===== src/rtl/cpu_types_pkg.sv =====
// Shared control types for the pipelined control path.
// Opcode/funct constants, ALU op encoding and the stage bundle.
package cpu_types_pkg;

   typedef enum logic [3:0] {
      ALU_SLL  = 4'd0,
      ALU_SRL  = 4'd1,
      ALU_ADD  = 4'd2,
      ALU_SUB  = 4'd3,
      ALU_AND  = 4'd4,
      ALU_OR   = 4'd5,
      ALU_XOR  = 4'd6,
      ALU_NOR  = 4'd7,
      ALU_SLT  = 4'd8,
      ALU_SLTU = 4'd9
   } aluop_t;

   localparam logic [1:0] PC_NEXT = 2'd0;
   localparam logic [1:0] PC_JR   = 2'd1;
   localparam logic [1:0] PC_JUMP = 2'd2;

   localparam logic [5:0] OP_RTYPE = 6'h00;
   localparam logic [5:0] OP_J     = 6'h02;
   localparam logic [5:0] OP_JAL   = 6'h03;
   localparam logic [5:0] OP_BEQ   = 6'h04;
   localparam logic [5:0] OP_BNE   = 6'h05;
   localparam logic [5:0] OP_ADDIU = 6'h09;
   localparam logic [5:0] OP_SLTI  = 6'h0A;
   localparam logic [5:0] OP_SLTIU = 6'h0B;
   localparam logic [5:0] OP_ANDI  = 6'h0C;
   localparam logic [5:0] OP_ORI   = 6'h0D;
   localparam logic [5:0] OP_XORI  = 6'h0E;
   localparam logic [5:0] OP_LUI   = 6'h0F;
   localparam logic [5:0] OP_LW    = 6'h23;
   localparam logic [5:0] OP_SW    = 6'h2B;
   localparam logic [5:0] OP_HALT  = 6'h3F;

   localparam logic [5:0] FN_SLL  = 6'h00;
   localparam logic [5:0] FN_SRL  = 6'h02;
   localparam logic [5:0] FN_JR   = 6'h08;
   localparam logic [5:0] FN_ADDU = 6'h21;
   localparam logic [5:0] FN_SUBU = 6'h23;
   localparam logic [5:0] FN_AND  = 6'h24;
   localparam logic [5:0] FN_OR   = 6'h25;
   localparam logic [5:0] FN_XOR  = 6'h26;
   localparam logic [5:0] FN_NOR  = 6'h27;
   localparam logic [5:0] FN_SLT  = 6'h2A;
   localparam logic [5:0] FN_SLTU = 6'h2B;

   localparam logic [4:0] REG_RA = 5'd31;

   typedef struct packed {
      aluop_t      aluop;
      logic        alusrc;
      logic [31:0] imm;
      logic [4:0]  rsel1;
      logic [4:0]  rsel2;
      logic [4:0]  wsel;
      logic        branch;
      logic        branchsel;
      logic [1:0]  pcsel;
      logic        dREN;
      logic        dWEN;
      logic        regwrite;
      logic        memtoreg;
      logic        wdatasrc;
      logic        halt;
   } ctrl_t;

   localparam ctrl_t CTRL_BUBBLE = '0;

   function automatic logic [31:0] signExt16(input logic [15:0] v);
      return {{16{v[15]}}, v};
   endfunction

   function automatic logic [31:0] zeroExt16(input logic [15:0] v);
      return {16'h0000, v};
   endfunction

endpackage


===== src/rtl/control_decode.sv =====
// Combinational instruction decoder: one MIPS word -> control bundle.
// Anything outside the supported subset decodes as a bubble.
module control_decode
   import cpu_types_pkg::*;
(
   input  logic [31:0] instr,
   output ctrl_t       ctrl
);

   logic [5:0]  op;
   logic [5:0]  fn;
   logic [4:0]  rs;
   logic [4:0]  rt;
   logic [4:0]  rd;
   logic [4:0]  shamt;
   logic [15:0] imm16;
   logic [25:0] jIdx;

   assign op    = instr[31:26];
   assign rs    = instr[25:21];
   assign rt    = instr[20:16];
   assign rd    = instr[15:11];
   assign shamt = instr[10:6];
   assign fn    = instr[5:0];
   assign imm16 = instr[15:0];
   assign jIdx  = instr[25:0];

   logic       known;
   logic       writes;
   logic [4:0] dest;
   ctrl_t      raw;

   always_comb begin
      raw    = CTRL_BUBBLE;
      known  = 1'b1;
      writes = 1'b0;
      dest   = rt;
      unique case (op)
         OP_RTYPE: begin
            raw.rsel1 = rs;
            raw.rsel2 = rt;
            writes    = 1'b1;
            dest      = rd;
            unique case (fn)
               FN_SLL: begin
                  raw.aluop = ALU_SLL;
                  raw.imm   = {27'd0, shamt};
               end
               FN_SRL: begin
                  raw.aluop = ALU_SRL;
                  raw.imm   = {27'd0, shamt};
               end
               FN_JR: begin
                  raw.pcsel = PC_JR;
                  writes    = 1'b0;
               end
               FN_ADDU: raw.aluop = ALU_ADD;
               FN_SUBU: raw.aluop = ALU_SUB;
               FN_AND:  raw.aluop = ALU_AND;
               FN_OR:   raw.aluop = ALU_OR;
               FN_XOR:  raw.aluop = ALU_XOR;
               FN_NOR:  raw.aluop = ALU_NOR;
               FN_SLT:  raw.aluop = ALU_SLT;
               FN_SLTU: raw.aluop = ALU_SLTU;
               default: known = 1'b0;
            endcase
         end
         OP_ADDIU, OP_SLTI, OP_SLTIU: begin
            raw.alusrc = 1'b1;
            raw.imm    = signExt16(imm16);
            raw.rsel1  = rs;
            writes     = 1'b1;
            unique case (op)
               OP_ADDIU: raw.aluop = ALU_ADD;
               OP_SLTI:  raw.aluop = ALU_SLT;
               default:  raw.aluop = ALU_SLTU;
            endcase
         end
         OP_ANDI, OP_ORI, OP_XORI: begin
            raw.alusrc = 1'b1;
            raw.imm    = zeroExt16(imm16);
            raw.rsel1  = rs;
            writes     = 1'b1;
            unique case (op)
               OP_ANDI: raw.aluop = ALU_AND;
               OP_ORI:  raw.aluop = ALU_OR;
               default: raw.aluop = ALU_XOR;
            endcase
         end
         // LUI ORs the shifted immediate with $0
         OP_LUI: begin
            raw.aluop  = ALU_OR;
            raw.alusrc = 1'b1;
            raw.imm    = {imm16, 16'h0000};
            writes     = 1'b1;
         end
         OP_LW: begin
            raw.aluop    = ALU_ADD;
            raw.alusrc   = 1'b1;
            raw.imm      = signExt16(imm16);
            raw.rsel1    = rs;
            raw.dREN     = 1'b1;
            raw.memtoreg = 1'b1;
            writes       = 1'b1;
         end
         OP_SW: begin
            raw.aluop  = ALU_ADD;
            raw.alusrc = 1'b1;
            raw.imm    = signExt16(imm16);
            raw.rsel1  = rs;
            raw.rsel2  = rt;
            raw.dWEN   = 1'b1;
         end
         OP_BEQ, OP_BNE: begin
            raw.aluop     = ALU_SUB;
            raw.imm       = signExt16(imm16);
            raw.rsel1     = rs;
            raw.rsel2     = rt;
            raw.branch    = 1'b1;
            raw.branchsel = (op == OP_BNE);
         end
         OP_J: begin
            raw.pcsel = PC_JUMP;
            raw.imm   = {6'd0, jIdx};
         end
         OP_JAL: begin
            raw.pcsel    = PC_JUMP;
            raw.imm      = {6'd0, jIdx};
            raw.wdatasrc = 1'b1;
            writes       = 1'b1;
            dest         = REG_RA;
         end
         OP_HALT: raw.halt = 1'b1;
         default: known = 1'b0;
      endcase
      raw.wsel     = writes ? dest : 5'd0;
      raw.regwrite = writes & (dest != 5'd0);
   end

   assign ctrl = known ? raw : CTRL_BUBBLE;

endmodule


===== src/rtl/control_pipe.sv =====
// Pipelined control: decode, then NSTAGE registered stages (EX.., MEM, WB)
// with dmem hold, stall/flush bubbles and a sticky halt.
module control_pipe
   import cpu_types_pkg::*;
#(
   parameter int NSTAGE = 3,
   parameter int WORD_W = 32
) (
   input  logic              CLK,
   input  logic              RST,
   input  logic [WORD_W-1:0] instr,
   input  logic              instr_valid,
   input  logic              stall,
   input  logic              flush,
   input  logic              dhit,
   output logic [1:0]        dec_pcsel,
   output logic [3:0]        ex_aluop,
   output logic              ex_alusrc,
   output logic [WORD_W-1:0] ex_imm,
   output logic [4:0]        ex_rsel1,
   output logic [4:0]        ex_rsel2,
   output logic              ex_branch,
   output logic              ex_branchsel,
   output logic              mem_dREN,
   output logic              mem_dWEN,
   output logic              wb_regwrite,
   output logic [4:0]        wb_wsel,
   output logic              wb_memtoreg,
   output logic              wb_wdatasrc,
   output logic              pipe_hold,
   output logic              halt
);

   logic [31:0] instrWord;
   ctrl_t       decoded;

   assign instrWord = 32'(instr);

   control_decode uDecode (
      .instr (instrWord),
      .ctrl  (decoded)
   );

   ctrl_t stg [1:NSTAGE];
   ctrl_t ex1Next;
   logic  hold;
   logic  bubble;
   logic  loadDec;
   logic  haltSeen;
   logic  haltQ;

   assign hold = (stg[NSTAGE-1].dREN | stg[NSTAGE-1].dWEN) & ~dhit;

   // flush is kept out of bubble so fetch still sees the redirect pcsel
   assign bubble  = stall | ~instr_valid | haltSeen;
   assign loadDec = ~flush & ~bubble;
   assign ex1Next = loadDec ? decoded : CTRL_BUBBLE;

   assign dec_pcsel = bubble ? PC_NEXT : decoded.pcsel;

   for (genvar k = 1; k <= NSTAGE; k++) begin : gStage
      ctrl_t d;
      ctrl_t q;
      if (k == 1) begin : gHead
         assign d = ex1Next;
      end else begin : gTail
         assign d = stg[k-1];
      end
      always_ff @(posedge CLK or posedge RST) begin
         if (RST) begin
            q <= CTRL_BUBBLE;
         end else if (!hold) begin
            q <= d;
         end
      end
      assign stg[k] = q;
   end

   always_ff @(posedge CLK or posedge RST) begin
      if (RST) begin
         haltSeen <= 1'b0;
         haltQ    <= 1'b0;
      end else begin
         if (!hold && loadDec && decoded.halt) begin
            haltSeen <= 1'b1;
         end
         if (stg[NSTAGE].halt) begin
            haltQ <= 1'b1;
         end
      end
   end

   assign ex_aluop     = stg[1].aluop;
   assign ex_alusrc    = stg[1].alusrc;
   assign ex_imm       = WORD_W'(stg[1].imm);
   assign ex_rsel1     = stg[1].rsel1;
   assign ex_rsel2     = stg[1].rsel2;
   assign ex_branch    = stg[1].branch;
   assign ex_branchsel = stg[1].branchsel;
   assign mem_dREN     = stg[NSTAGE-1].dREN;
   assign mem_dWEN     = stg[NSTAGE-1].dWEN;
   assign wb_regwrite  = stg[NSTAGE].regwrite;
   assign wb_wsel      = stg[NSTAGE].wsel;
   assign wb_memtoreg  = stg[NSTAGE].memtoreg;
   assign wb_wdatasrc  = stg[NSTAGE].wdatasrc;
   assign pipe_hold    = hold;
   assign halt         = haltQ;

endmodule

===== config.mk =====
export PLATFORM = sky130hd
export DESIGN_NAME = control_pipe
export DESIGN_NICKNAME = d
export VERILOG_FILES = /design/src/rtl/cpu_types_pkg.sv /design/src/rtl/control_decode.sv /design/src/rtl/control_pipe.sv
export SDC_FILE = /design/constraint.sdc
export NUM_CORES = 1
export LEC_CHECK = 0
export CAP_MARGIN = 20
export CORE_AREA = 3 3 124 126
export CTS_BUF_LIST = sky130_fd_sc_hd__clkbuf_4
export CTS_CLUSTER_DIAMETER = 100
export DETAILED_ROUTE_END_ITERATION = 10
export DIE_AREA = 0 0 127 129
export PLACE_DENSITY = 0.59
export SYNTH_ARGS = -nofsm -noshare
export SYNTH_HDL_FRONTEND = slang
export SYNTH_SLANG_ARGS = --single-unit

===== constraint.sdc =====
create_clock -name CLK -period 3.9 [get_ports CLK]
set_clock_uncertainty 0.2 [all_clocks]
set_input_delay 0.78 -clock CLK [delete_from_list [all_inputs] [get_ports CLK]]
set_output_delay 0.78 -clock CLK [all_outputs]
set_load 0.1 [all_outputs]

==> results of run 1 <==
-- synth_stat cells, types with 2 or more instances --
cell,n,area share [%]
dfrtp_1,80,46
buf_4,52,9.1
nand2_1,52,4.5
o21ai_0,26,3.0
a21oi_1,21,2.4
clkbuf_1,20,1.7
nor2_1,20,1.7
o21ai_1,20,2.3
mux2_2,19,5.0
a32o_1,15,3.5
a221oi_1,10,2.0
a22o_1,9,1.8
a22oi_1,7,1.2
buf_2,6,0.70
inv_1,6,0.52
nor3_1,6,0.70
nand3_1,5,0.58
nor2b_1,5,0.73
o22ai_1,4,0.58
and4_1,3,0.61
buf_6,3,0.78
nand2b_1,3,0.44
o21a_1,3,0.52
o21bai_1,3,0.52
a2111oi_0,2,0.41
a211o_1,2,0.41
a31o_2,2,0.41
and2_1,2,0.29
and3_1,2,0.29
nor4_1,2,0.29
o221ai_1,2,0.41
o22a_1,2,0.41
or2_2,2,0.29
-- kinds of logic (layout without fill, tap and decap cells) --
family	after synthesis	count (layout)
AOI/OAI and AO/OA	139	139
xor gates and xnor gates	1	1
buffers and inverters	88	153
DFF	80	80
muxes	19	19
and+or+nand+nor	111	111
-- per-stage QoR --
stage,setup WS (ns),area (um2),instances
floorplan,-0.03773,4328,438
detailed placement,0.1164,5310,671
CTS,0.09910,5440,687
global route,0.02450,5440,687
global placement,0.1497,5310,671
finish,0.1437,5440,687
-- registers in the layout, summed over array words and instances (netlist names), 4 cells and up --
name / cells
gStage.q: 19
ex_rsel1: 5
ex_imm: 32
ex_aluop: 4
ex_rsel2: 5
wb_wsel: 5
-- layer usage --
metal	part of all wire (%)	track usage, %
met1	45	20.63
met2	48	23.94
met3	5.5	4.774
met4	1.9	5.110
met5	0	0
-- how the worst max path moves through the flow --
stage              endpoint      start
3_5_place_dp   dec_pcsel[0]  instr[28]
6_report       dec_pcsel[1]  instr[30]
4_1_cts        dec_pcsel[0]  instr[30]
5_1_grt        dec_pcsel[0]  instr[30]
3_3_place_gp   dec_pcsel[0]   instr[2]
2_1_floorplan  dec_pcsel[0]  instr[29]
-- power by group through the flow --
| stage | logic, mW | clock network, mW | registers [mW] |
|---|---|---|---|
| global placement | 0.209 | 0 | 0.850 |
| CTS | 0.210 | 0.504 | 0.835 |
| global route | 0.227 | 0.537 | 0.835 |
| floorplan | 0.102 | 0 | 0.856 |
| finish | 0.209 | 0.484 | 0.834 |
| detailed placement | 0.209 | 0 | 0.850 |
-- area by class of cell --
class / count / share of cell area [%]
tap: 184 / 4.232
inverter: 6 / 0.4370
timing repair buffer: 131 / 23.46
sequential: 80 / 36.80
clock inverter: 7 / 1.150
multi-input combinational: 270 / 32.68
clock buffer: 9 / 1.242
-- worst register-to-register path, stage by stage, from the launching register on --
cell      delay [ns]
dfrtp_1         0.43
nor2_1          0.20
nor2_4          0.12
nor3_1          0.21
buf_4           0.23
o211ai_1        0.11
buf_4           0.22
o21ai_0         0.20
==> report_table.html, run 1 <==
<table>
<tr><th>Metric</th><th>Value</th></tr>
<tr><th colspan="2">Status</th></tr>
<tr><td>Result of the run</td><td>complete, no violations</td></tr>
<tr><th colspan="2">Global routing</th></tr>
<tr><td>Via count of the first global-routing pass</td><td>3433</td></tr>
<tr><td>Antenna violations before repair</td><td>0</td></tr>
<tr><td>Overall fraction of global-route tracks in use</td><td>15.44%</td></tr>
<tr><td>Sum of overflow across all layers after global routing</td><td>0</td></tr>
<tr><td>Largest net degree at the start of global routing</td><td>69</td></tr>
<tr><td>First-pass GRT wire length</td><td>19530 um</td></tr>
<tr><th colspan="2">Worst hold path</th></tr>
<tr><td>End of the worst hold path</td><td>halt$_DFFE_PP0P_</td></tr>
<tr><td>Startpoint of the most critical hold path</td><td>gStage[3].q[0]$_DFFE_PP0N_</td></tr>
<tr><td>Cells on Worst Hold Path</td><td>1</td></tr>
<tr><td>HP Class</td><td>reg -&gt; reg</td></tr>
<tr><th colspan="2">Floorplanning</th></tr>
<tr><td>Number of cell rows</td><td>44</td></tr>
<tr><td>Top Ports</td><td>101</td></tr>
<tr><td>DIE WIDTH</td><td>127 um</td></tr>
<tr><td>Initial core utilization</td><td>29.85%</td></tr>
<tr><td>Die area</td><td>16380 um2</td></tr>
<tr><td>Core Area</td><td>14420 um2</td></tr>
<tr><td>Die height</td><td>129 um</td></tr>
<tr><th colspan="2">Synth</th></tr>
<tr><td>Nets in the synthesized netlist</td><td>476</td></tr>
<tr><td>Xor and xnor area share after synthesis</td><td>0.2034%</td></tr>
<tr><td>Complex-gate fraction of the synthesized area</td><td>22.73%</td></tr>
<tr><td>Async S/R FF share, synth</td><td>100.0%</td></tr>
<tr><td>Mean post-synth cell area</td><td>9.830 um2</td></tr>
<tr><td>Portion of the post-synthesis area used by sequential elements</td><td>46.50%</td></tr>
<tr><td>Dominant combinational cell family by area after synthesis</td><td>compound AO/OA/AOI/OAI gates</td></tr>
<tr><td>Primary flip-flop cell chosen by synthesis mapping</td><td>dfrtp_1</td></tr>
<tr><td>Synth Register Bits</td><td>80</td></tr>
<tr><td>Synth Warn #</td><td>0</td></tr>
<tr><td>Simple-gate share of the synthesized area</td><td>12.70%</td></tr>
<tr><td>Number of enable flip-flop cells after synthesis</td><td>0</td></tr>
<tr><td>Instance count of the mapped netlist</td><td>438</td></tr>
<tr><td>Fraction of synthesized area in multiplexers</td><td>4.969%</td></tr>
<tr><td>Number of library cell types mapped by synthesis</td><td>55</td></tr>
<tr><td>Synthesized cell area</td><td>4305 um2</td></tr>
<tr><td>Adder-cell area share of the yosys netlist</td><td>0%</td></tr>
<tr><th colspan="2">Placement</th></tr>
<tr><td>RePlAce Congestion</td><td>0.8744</td></tr>
<tr><td>Count of input and output buffers</td><td>100</td></tr>
<tr><td>HPWL after detailed placement</td><td>9425 um</td></tr>
<tr><th colspan="2">Route</th></tr>
<tr><td>Total Wirelength</td><td>12490 um</td></tr>
<tr><td>Avg Vias per Cell</td><td>5.125</td></tr>
<tr><td>Routed wire per std cell</td><td>18.17 um</td></tr>
<tr><td>DRC violation total after the first TritonRoute iteration</td><td>253</td></tr>
<tr><td>Vias post-DR</td><td>3521</td></tr>
<tr><td>TritonRoute pass-1 iters</td><td>5</td></tr>
<tr><td>Number of antenna-violating nets in the routed design</td><td>0</td></tr>
<tr><td>Post-route DRC violation count</td><td>0</td></tr>
<tr><th colspan="2">Finish</th></tr>
<tr><td>Layout filler cell count</td><td>1460</td></tr>
<tr><td>Most common cell after layout, fill and taps aside</td><td>clkdlybuf4s50_1</td></tr>
<tr><td>Layout area overhead</td><td>26.36%</td></tr>
<tr><td>Proportion of layout cells with a drive suffix above 1</td><td>16.50%</td></tr>
<tr><td>Flip-flop and latch area</td><td>2002 um2</td></tr>
<tr><td>Post-layout nets</td><td>536</td></tr>
<tr><td>Final design utilization</td><td>37.72%</td></tr>
<tr><td>Most frequent cells in the layout</td><td>clkdlybuf4s50_1, dfrtp_1, nand2_1</td></tr>
<tr><td>Area of the multi-input gates</td><td>1778 um2</td></tr>
<tr><td>Diode insertion count for antenna repair</td><td>0</td></tr>
<tr><th colspan="2">STA</th></tr>
<tr><td>Number of max-slew violations in the final report</td><td>0</td></tr>
<tr><td>Final min period</td><td>3.756 ns</td></tr>
<tr><td>Setup Viol. Count Final</td><td>0</td></tr>
<tr><td>Transition time at the pin with the least slew margin</td><td>1.018 ns</td></tr>
<tr><td>Setup TNS after final layout</td><td>0 ns</td></tr>
<tr><td>Unrepaired setup endpoints after global routing</td><td>false</td></tr>
<tr><td>Slew HR</td><td>31.90%</td></tr>
<tr><td>Highest achievable clock rate</td><td>0.2662 GHz</td></tr>
<tr><td>Number of hold-slack violations in the final timing report</td><td>0</td></tr>
<tr><td>Final Hold Slack</td><td>0.2791 ns</td></tr>
<tr><td>Portion of the clock cycle consumed by the worst path in the final layout</td><td>96.31%</td></tr>
<tr><th colspan="2">Job</th></tr>
<tr><td>Reported max-cap violation count</td><td>0</td></tr>
<tr><th colspan="2">Worst setup path</th></tr>
<tr><td>Combined buffer and inverter count along the critical path</td><td>2</td></tr>
<tr><td>Crit path max-delay cell type</td><td>or4b_2</td></tr>
<tr><td>Critical R2R Capture</td><td>ex_imm[1]$_DFFE_PP0N_</td></tr>
<tr><td>Critical path endpoint category</td><td>output pin</td></tr>
<tr><td>Reg2reg setup slack</td><td>1.90 ns</td></tr>
<tr><td>Critical path arrival</td><td>2.78 ns</td></tr>
<tr><td>Depth of the worst register-to-register path</td><td>7</td></tr>
<tr><td>Crit-path cells</td><td>clkdlybuf4s50_1 -&gt; or4b_2 -&gt; o21ai_0 -&gt; a311o_1 -&gt; o21bai_1 -&gt; nor3_4 -&gt; buf_12</td></tr>
<tr><td>Worst r2r src</td><td>mem_dREN$_DFFE_PP0N_</td></tr>
<tr><td>Worst Path Class, Setup</td><td>in -&gt; out</td></tr>
<tr><td>Critical path required time</td><td>2.92 ns</td></tr>
<tr><td>Critical Path Max Stage Delay</td><td>0.64 ns</td></tr>
<tr><td>CP delay by family, top</td><td>simple AND/OR/NAND/NOR gates</td></tr>
<tr><td>Logic depth of the worst setup path including buffers</td><td>7</td></tr>
<tr><td>CP Launch Type</td><td>input pin</td></tr>
<tr><td>CP max FO</td><td>6</td></tr>
<tr><th colspan="2">CTS</th></tr>
<tr><td>Clock-pin slew of the registers on the worst-case setup and hold paths</td><td>0.12 ns</td></tr>
<tr><td>Clock root buffer master</td><td>clkbuf_4</td></tr>
<tr><td>Number of sinks handled by clock tree synthesis</td><td>80</td></tr>
<tr><td>CTS Hold Bufs</td><td>0</td></tr>
<tr><td>Cts repair resizes</td><td>0</td></tr>
<tr><td>Clock buffers created by TritonCTS</td><td>9</td></tr>
<tr><td>Buffers inserted during post-CTS setup optimization</td><td>0</td></tr>
<tr><td>CTS H-Tree Depth</td><td>3</td></tr>
<tr><td>Clock latency at the later pin of the worst-skew pair</td><td>0.47 ns</td></tr>
<tr><td>Longest Clk Path Bufs</td><td>2</td></tr>
<tr><td>CTS tree</td><td>built</td></tr>
<tr><th colspan="2">Pwr</th></tr>
<tr><td>Standby leakage power</td><td>2.269 nW</td></tr>
<tr><td>Power Density</td><td>280.9 nW/um2</td></tr>
<tr><td>Combinational share of power</td><td>13.7%</td></tr>
<tr><td>Net switching power</td><td>0.4237 mW</td></tr>
<tr><td>Total power</td><td>1.528 mW</td></tr>
<tr><td>Internal power summed over all cells</td><td>1.104 mW</td></tr>
<tr><td>Clock network power share</td><td>31.7%</td></tr>
<tr><td>Share of power burned in registers</td><td>54.6%</td></tr>
<tr><td>Sw frac</td><td>27.73%</td></tr>
<tr><td>Peak VDD IR</td><td>129.9 uV</td></tr>
</table>
No activity file was read; power rests on OpenSTA's default activity.
==> run 2, diff against run 1 <==
Settings changed: CORE_AREA 3 3 124 126 to 3 3 95 97, DIE_AREA 0 0 127 129 to 0 0 98 100, PLACE_DENSITY 0.59 to 0.89.
==> run 2 against run 1 <==
Net effect: sequential power barely moved; routed wire length fell by 8.0%; register-to-register slack improved by 0.04 ns; final area fell by 1.8%; count of clock-buffer cells in the layout rose by 2; first-iteration DRC count rose by 83%; combinational power barely moved; sequential share of layout area rose by 0.68 points; fmax fell by 0.23%; via count rose by 3.9%; sequential cell count did not move; largest cell class unchanged; largest power group unchanged.
==> report_table.html, run 2 (synthesized netlist as in run 1, its figures left out) <==
<table>
<tr><th>Metric</th><th>Value</th></tr>
<tr><th colspan="2">Status</th></tr>
<tr><td>Result of the run</td><td>complete, no violations</td></tr>
<tr><th colspan="2">Worst setup path</th></tr>
<tr><td>CP max FO</td><td>2</td></tr>
<tr><td>Critical path required time</td><td>2.92 ns</td></tr>
<tr><td>Worst Path Class, Setup</td><td>in -&gt; out</td></tr>
<tr><td>CP Launch Type</td><td>input pin</td></tr>
<tr><td>Critical path arrival</td><td>2.78 ns</td></tr>
<tr><td>Critical path endpoint category</td><td>output pin</td></tr>
<tr><td>Depth of the worst register-to-register path</td><td>7</td></tr>
<tr><th colspan="2">STA</th></tr>
<tr><td>Setup Viol. Count Final</td><td>0</td></tr>
<tr><td>Unrepaired setup endpoints after global routing</td><td>false</td></tr>
<tr><td>Number of max-slew violations in the final report</td><td>0</td></tr>
<tr><td>Highest achievable clock rate</td><td>0.2656 GHz</td></tr>
<tr><td>Setup WS post-layout</td><td>0.1351 ns</td></tr>
<tr><td>Transition time at the pin with the least slew margin</td><td>1.006 ns</td></tr>
<tr><td>Number of hold-slack violations in the final timing report</td><td>0</td></tr>
<tr><td>Portion of the clock cycle consumed by the worst path in the final layout</td><td>96.53%</td></tr>
<tr><td>Final min period</td><td>3.765 ns</td></tr>
<tr><td>Slew HR</td><td>32.69%</td></tr>
<tr><th colspan="2">Global routing</th></tr>
<tr><td>Overall fraction of global-route tracks in use</td><td>23.65%</td></tr>
<tr><td>Antenna violations before repair</td><td>0</td></tr>
<tr><td>First-pass GRT wire length</td><td>18340 um</td></tr>
<tr><td>Sum of overflow across all layers after global routing</td><td>0</td></tr>
<tr><td>Largest net degree at the start of global routing</td><td>51</td></tr>
<tr><td>Via count of the first global-routing pass</td><td>3594</td></tr>
<tr><th colspan="2">Floorplanning</th></tr>
<tr><td>Number of cell rows</td><td>33</td></tr>
<tr><td>Core Area</td><td>8217 um2</td></tr>
<tr><td>Initial core utilization</td><td>52.40%</td></tr>
<tr><td>DIE WIDTH</td><td>98 um</td></tr>
<tr><td>Top Ports</td><td>101</td></tr>
<tr><td>Die area</td><td>9800 um2</td></tr>
<tr><td>Die height</td><td>100 um</td></tr>
<tr><th colspan="2">CTS</th></tr>
<tr><td>Clock latency at the later pin of the worst-skew pair</td><td>0.41 ns</td></tr>
<tr><td>Clock buffers created by TritonCTS</td><td>9</td></tr>
<tr><td>CTS H-Tree Depth</td><td>3</td></tr>
<tr><td>Longest Clk Path Bufs</td><td>2</td></tr>
<tr><td>Number of sinks handled by clock tree synthesis</td><td>80</td></tr>
<tr><td>Clock-pin slew of the registers on the worst-case setup and hold paths</td><td>0.13 ns</td></tr>
<tr><td>Clock root buffer master</td><td>clkbuf_4</td></tr>
<tr><td>CTS tree</td><td>built</td></tr>
<tr><td>CTS Hold Bufs</td><td>0</td></tr>
<tr><th colspan="2">Route</th></tr>
<tr><td>DRC violation total after the first TritonRoute iteration</td><td>462</td></tr>
<tr><td>Vias post-DR</td><td>3657</td></tr>
<tr><td>TritonRoute pass-1 iters</td><td>5</td></tr>
<tr><td>Avg Vias per Cell</td><td>6.045</td></tr>
<tr><td>Post-route DRC violation count</td><td>0</td></tr>
<tr><td>Total Wirelength</td><td>11480 um</td></tr>
<tr><td>Number of antenna-violating nets in the routed design</td><td>0</td></tr>
<tr><td>Routed wire per std cell</td><td>18.98 um</td></tr>
<tr><th colspan="2">Placement</th></tr>
<tr><td>Post-Place Cell Area</td><td>5200 um2</td></tr>
<tr><td>RePlAce Congestion</td><td>0.9030</td></tr>
<tr><td>HPWL after detailed placement</td><td>8720 um</td></tr>
<tr><td>Post-placement cell count</td><td>589</td></tr>
<tr><td>Worst slack at placement</td><td>0.1400 ns</td></tr>
<tr><td>Count of input and output buffers</td><td>100</td></tr>
<tr><th colspan="2">Pwr</th></tr>
<tr><td>Total power</td><td>1.523 mW</td></tr>
<tr><td>Power Density</td><td>285.2 nW/um2</td></tr>
<tr><td>Peak VDD IR</td><td>142.2 uV</td></tr>
<tr><td>Standby leakage power</td><td>2.276 nW</td></tr>
<tr><th colspan="2">Finish</th></tr>
<tr><td>Most frequent cells in the layout</td><td>clkdlybuf4s50_1, dfrtp_1, nand2_1</td></tr>
<tr><td>Post-layout nets</td><td>533</td></tr>
<tr><td>Layout area overhead</td><td>24.06%</td></tr>
<tr><td>Most common cell after layout, fill and taps aside</td><td>clkdlybuf4s50_1</td></tr>
<tr><td>Final design utilization</td><td>65.01%</td></tr>
<tr><td>Flip-flop count of the largest register after layout</td><td>32</td></tr>
<tr><td>Diode insertion count for antenna repair</td><td>0</td></tr>
<tr><td>Proportion of layout cells with a drive suffix above 1</td><td>16.40%</td></tr>
<tr><td>Layout filler cell count</td><td>684</td></tr>
<tr><td>Final non-filler cell area</td><td>5341 um2</td></tr>
<tr><td>Final instance count without filler cells</td><td>605</td></tr>
<tr><th colspan="2">Job</th></tr>
<tr><td>Reported max-cap violation count</td><td>0</td></tr>
<tr><th colspan="2">Worst hold path</th></tr>
<tr><td>Cells on Worst Hold Path</td><td>1</td></tr>
<tr><td>HP Class</td><td>reg -&gt; reg</td></tr>
</table>
[run 2: area by class of cell]
class                      count  area (um2)  share of cell area (%)
clock inverter                 5       57.56                   1.078
multi-input combinational    270        1779                   33.31
tap                          105       131.4                   2.460
inverter                       6       22.52                  0.4216
sequential                    80        2002                   37.48
clock buffer                  11       82.58                   1.546
timing repair buffer         128        1266                   23.71
[run 2: metal layers]
metal	up-vias	track usage, %	share of wire, %
li1	1661	-	-
met1	1767	31.94	42
met2	187	37.85	48
met3	42	5.420	7.7
met4	0	8.200	3.0
met5	-	0	0
[run 2: report_power, final]
group          switching, mW  leakage, nW  internal, mW  total, mW
logic                  0.124         1.08        0.0837      0.207
clock network          0.271       0.0808         0.210      0.482
registers            0.00174         1.12         0.832      0.834
[run 2: per-stage QoR]
| step | hold WS, ns | TNS, ns |
|---|---|---|
| final | 0.2916 | 0 |
| after global routing | 0.2905 | 0 |
| after CTS | 0.2940 | 0 |
| after detailed placement | 0.2641 | 0 |
| after global placement | 0.2453 | 0 |
| after floorplan | 0.2334 | -0.03773 |
[run 2: repair_timing]
| action | in CTS | in global routing |
|---|---|---|
| setup endpoints to repair | 0 | 1 |
| resized for setup | 0 | 1 |
| buffers inserted | 0 | 0 |
[run 2: worst max-delay path, cell delays in order]
cell,delay (ns)
clkdlybuf4s50_1,0.45
or4b_2,0.67
o21ai_0,0.11
a311o_1,0.18
o21bai_1,0.16
nor3_4,0.24
buf_12,0.20
[run 2: path summary, 6_finish.rpt]
path                                      start                 endpoint  slack, ns
min in group asynchronous                   RST    ex_imm[4]$_DFFE_PP0N_       0.57
min                            halt$_DFFE_PP0P_         halt$_DFFE_PP0P_       0.29
max in group asynchronous                   RST  ex_rsel2[3]$_DFFE_PP0N_       2.23
max                                   instr[27]             dec_pcsel[0]       0.14
min reg2reg                    halt$_DFFE_PP0P_         halt$_DFFE_PP0P_       0.29
max reg2reg                mem_dREN$_DFFE_PP0N_    ex_imm[1]$_DFFE_PP0N_       1.94
==> run 3, diff against run 2 <==
Settings changed: CORE_AREA 3 3 95 97 to 3 3 92 94, CTS_CLUSTER_DIAMETER 100 to unset, DIE_AREA 0 0 98 100 to 0 0 95 97, PLACE_DENSITY 0.89 to 0.94.
Clock period 3.9 ns to 4.8 ns, I/O delays scaled along.
==> run 3 against run 2 <==
Net effect: clock power shrank 15%; die area fell by 6.0%; first-iteration DRC count shrank 3.5%; power is 18% lower; register-to-register slack better by 0.48 ns; sequential power shrank 19%; critical path depth did not move; hold slack lost 0.015 ns; combinational power decreased by 25%; worst setup slack better by 0.34 ns; critical endpoint unchanged; sequential cell count unchanged; final cell count shrank 3.3%.
==> report_table.html, run 3 (synthesized netlist as in run 1, its figures left out) <==
<table>
<tr><th>Metric</th><th>Value</th></tr>
<tr><th colspan="2">STA</th></tr>
<tr><td>Setup TNS after final layout</td><td>0 ns</td></tr>
<tr><td>Setup Viol. Count Final</td><td>0</td></tr>
<tr><td>Transition time at the pin with the least slew margin</td><td>1.011 ns</td></tr>
<tr><td>Slew HR</td><td>32.35%</td></tr>
<tr><td>Final min period</td><td>4.328 ns</td></tr>
<tr><td>Unrepaired setup endpoints after global routing</td><td>false</td></tr>
<tr><td>Portion of the clock cycle consumed by the worst path in the final layout</td><td>90.16%</td></tr>
<tr><td>Number of hold-slack violations in the final timing report</td><td>0</td></tr>
<tr><td>Setup WS post-layout</td><td>0.4725 ns</td></tr>
<tr><td>Highest achievable clock rate</td><td>0.2311 GHz</td></tr>
<tr><td>Number of max-slew violations in the final report</td><td>0</td></tr>
<tr><th colspan="2">Route</th></tr>
<tr><td>Avg Vias per Cell</td><td>6.125</td></tr>
<tr><td>Routed wire per std cell</td><td>18.96 um</td></tr>
<tr><td>TritonRoute pass-1 iters</td><td>5</td></tr>
<tr><td>Post-route DRC violation count</td><td>0</td></tr>
<tr><td>DRC violation total after the first TritonRoute iteration</td><td>446</td></tr>
<tr><td>Number of antenna-violating nets in the routed design</td><td>0</td></tr>
<tr><td>Vias post-DR</td><td>3583</td></tr>
<tr><td>Total Wirelength</td><td>11090 um</td></tr>
<tr><th colspan="2">Placement</th></tr>
<tr><td>Worst slack at placement</td><td>0.5038 ns</td></tr>
<tr><td>HPWL after detailed placement</td><td>8216 um</td></tr>
<tr><td>RePlAce Congestion</td><td>0.9933</td></tr>
<tr><td>Post-Place Cell Area</td><td>5020 um2</td></tr>
<tr><td>Count of input and output buffers</td><td>100</td></tr>
<tr><th colspan="2">Finish</th></tr>
<tr><td>Most frequent cells in the layout</td><td>clkdlybuf4s50_1, dfrtp_1, nand2_1</td></tr>
<tr><td>Post-layout nets</td><td>516</td></tr>
<tr><td>Most common cell after layout, fill and taps aside</td><td>clkdlybuf4s50_1</td></tr>
<tr><td>Final non-filler cell area</td><td>5162 um2</td></tr>
<tr><td>Layout area overhead</td><td>19.91%</td></tr>
<tr><td>Diode insertion count for antenna repair</td><td>0</td></tr>
<tr><td>Flip-flop count of the largest register after layout</td><td>32</td></tr>
<tr><td>Final design utilization</td><td>66.81%</td></tr>
<tr><td>Proportion of layout cells with a drive suffix above 1</td><td>13.46%</td></tr>
<tr><th colspan="2">Global routing</th></tr>
<tr><td>Met1 GRT Util</td><td>34.56%</td></tr>
<tr><td>Antenna violations before repair</td><td>0</td></tr>
<tr><td>Gr busiest metal</td><td>met2</td></tr>
<tr><td>Via count of the first global-routing pass</td><td>3509</td></tr>
<tr><td>GR Layer Usage met2</td><td>39.80%</td></tr>
<tr><td>GR Layer Usage met3</td><td>5.443%</td></tr>
<tr><td>Overall fraction of global-route tracks in use</td><td>25.18%</td></tr>
<tr><td>Sum of overflow across all layers after global routing</td><td>0</td></tr>
<tr><td>Largest net degree at the start of global routing</td><td>80</td></tr>
<tr><td>First-pass GRT wire length</td><td>18220 um</td></tr>
<tr><th colspan="2">CTS</th></tr>
<tr><td>Longest Clk Path Bufs</td><td>2</td></tr>
<tr><td>Clock buffers created by TritonCTS</td><td>9</td></tr>
<tr><td>CTS Hold Bufs</td><td>0</td></tr>
<tr><td>Buffers inserted during post-CTS setup optimization</td><td>0</td></tr>
<tr><td>Clock-pin slew of the registers on the worst-case setup and hold paths</td><td>0.13 ns</td></tr>
<tr><td>CTS tree</td><td>built</td></tr>
<tr><td>Clock latency at the later pin of the worst-skew pair</td><td>0.42 ns</td></tr>
<tr><td>CTS H-Tree Depth</td><td>3</td></tr>
<tr><td>Cts repair resizes</td><td>0</td></tr>
<tr><td>Clock root buffer master</td><td>clkbuf_4</td></tr>
<tr><td>Number of sinks handled by clock tree synthesis</td><td>80</td></tr>
<tr><th colspan="2">Floorplanning</th></tr>
<tr><td>Die height</td><td>97 um</td></tr>
<tr><td>DIE WIDTH</td><td>95 um</td></tr>
<tr><td>Initial core utilization</td><td>55.72%</td></tr>
<tr><td>Core Area</td><td>7727 um2</td></tr>
<tr><td>Number of cell rows</td><td>32</td></tr>
<tr><td>Top Ports</td><td>101</td></tr>
<tr><td>Die area</td><td>9215 um2</td></tr>
<tr><th colspan="2">Status</th></tr>
<tr><td>Result of the run</td><td>complete, no violations</td></tr>
<tr><th colspan="2">Worst hold path</th></tr>
<tr><td>Startpoint of the most critical hold path</td><td>gStage[3].q[0]$_DFFE_PP0N_</td></tr>
<tr><td>HP Class</td><td>reg -&gt; reg</td></tr>
<tr><th colspan="2">Worst setup path</th></tr>
<tr><td>Crit-path cells</td><td>clkdlybuf4s50_1 -&gt; or4_4 -&gt; nor3_4 -&gt; o31a_4 -&gt; o21bai_1 -&gt; nor3_2 -&gt; buf_12</td></tr>
<tr><td>CP max FO</td><td>8</td></tr>
<tr><td>Worst Path Class, Setup</td><td>in -&gt; out</td></tr>
<tr><td>CP Launch Type</td><td>input pin</td></tr>
<tr><td>Critical path endpoint category</td><td>output pin</td></tr>
<tr><td>CP Launch Point</td><td>instr[29]</td></tr>
<tr><td>Critical Path Max Stage Delay</td><td>0.63 ns</td></tr>
<tr><td>Critical path arrival</td><td>3.17 ns</td></tr>
<tr><td>Critical path required time</td><td>3.64 ns</td></tr>
<tr><td>Worst r2r src</td><td>mem_dREN$_DFFE_PP0N_</td></tr>
<tr><td>Crit path max-delay cell type</td><td>or4_4</td></tr>
<tr><th colspan="2">Pwr</th></tr>
<tr><td>Total power</td><td>1.245 mW</td></tr>
<tr><td>Peak VDD IR</td><td>197.0 uV</td></tr>
<tr><td>Standby leakage power</td><td>2.146 nW</td></tr>
<tr><td>Power Density</td><td>241.1 nW/um2</td></tr>
<tr><th colspan="2">Job</th></tr>
<tr><td>Reported max-cap violation count</td><td>0</td></tr>
</table>
==> run 3: power breakdown <==
group	internal (mW)	switching [mW]	total, mW
Sequential	0.677	0.00154	0.678
Combinational	0.0597	0.0963	0.156
Clock	0.167	0.243	0.411
Total	0.904	0.341	1.24
==> run 3: per-layer routing <==
layer / wire length (um) / vias up
met2: 5496 / 190
met4: 185 / 0
met5: 0 / -
met3: 907 / 23
li1: - / 1625
met1: 4503 / 1745
==> run 3: final timing paths <==
kind	end	slack, ns	cells past startpoint
min in group asynchronous	gStage[2].q[14]$_DFFE_PP0N_	0.82	2
max in group asynchronous	ex_imm[5]$_DFFE_PP0N_	2.71	3
max	dec_pcsel[0]	0.47	7
max reg2reg	ex_imm[1]$_DFFE_PP0N_	2.42	8
min reg2reg	halt$_DFFE_PP0P_	0.28	1
min	halt$_DFFE_PP0P_	0.28	1
==> run 3: critical path, delay by kind of cell <==
family / cells / cell delay, ns
and+or+nand+nor: 3 / 1.20
buffers and inverters: 2 / 0.65
AOI/OAI and AO/OA: 2 / 0.36
==> run 3: through the flow <==
step	instances	hold slack, ns
finish	585	0.2770
global route	585	0.3068
CTS	585	0.2757
global placement	569	0.2431
detailed placement	569	0.2547
floorplan	438	0.2334
==> run 3: cell type report <==
| class | instances | area (um2) |
|---|---|---|
| Inverter | 6 | 23.77 |
| Tap cell | 102 | 127.6 |
| Clock inverter | 6 | 67.56 |
| Sequential cell | 80 | 2002 |
| Timing Repair Buffer | 111 | 1101 |
| Fill cell | 601 | 2565 |
| Clock buffer | 10 | 75.07 |
| Multi-Input combinational cell | 270 | 1765 |
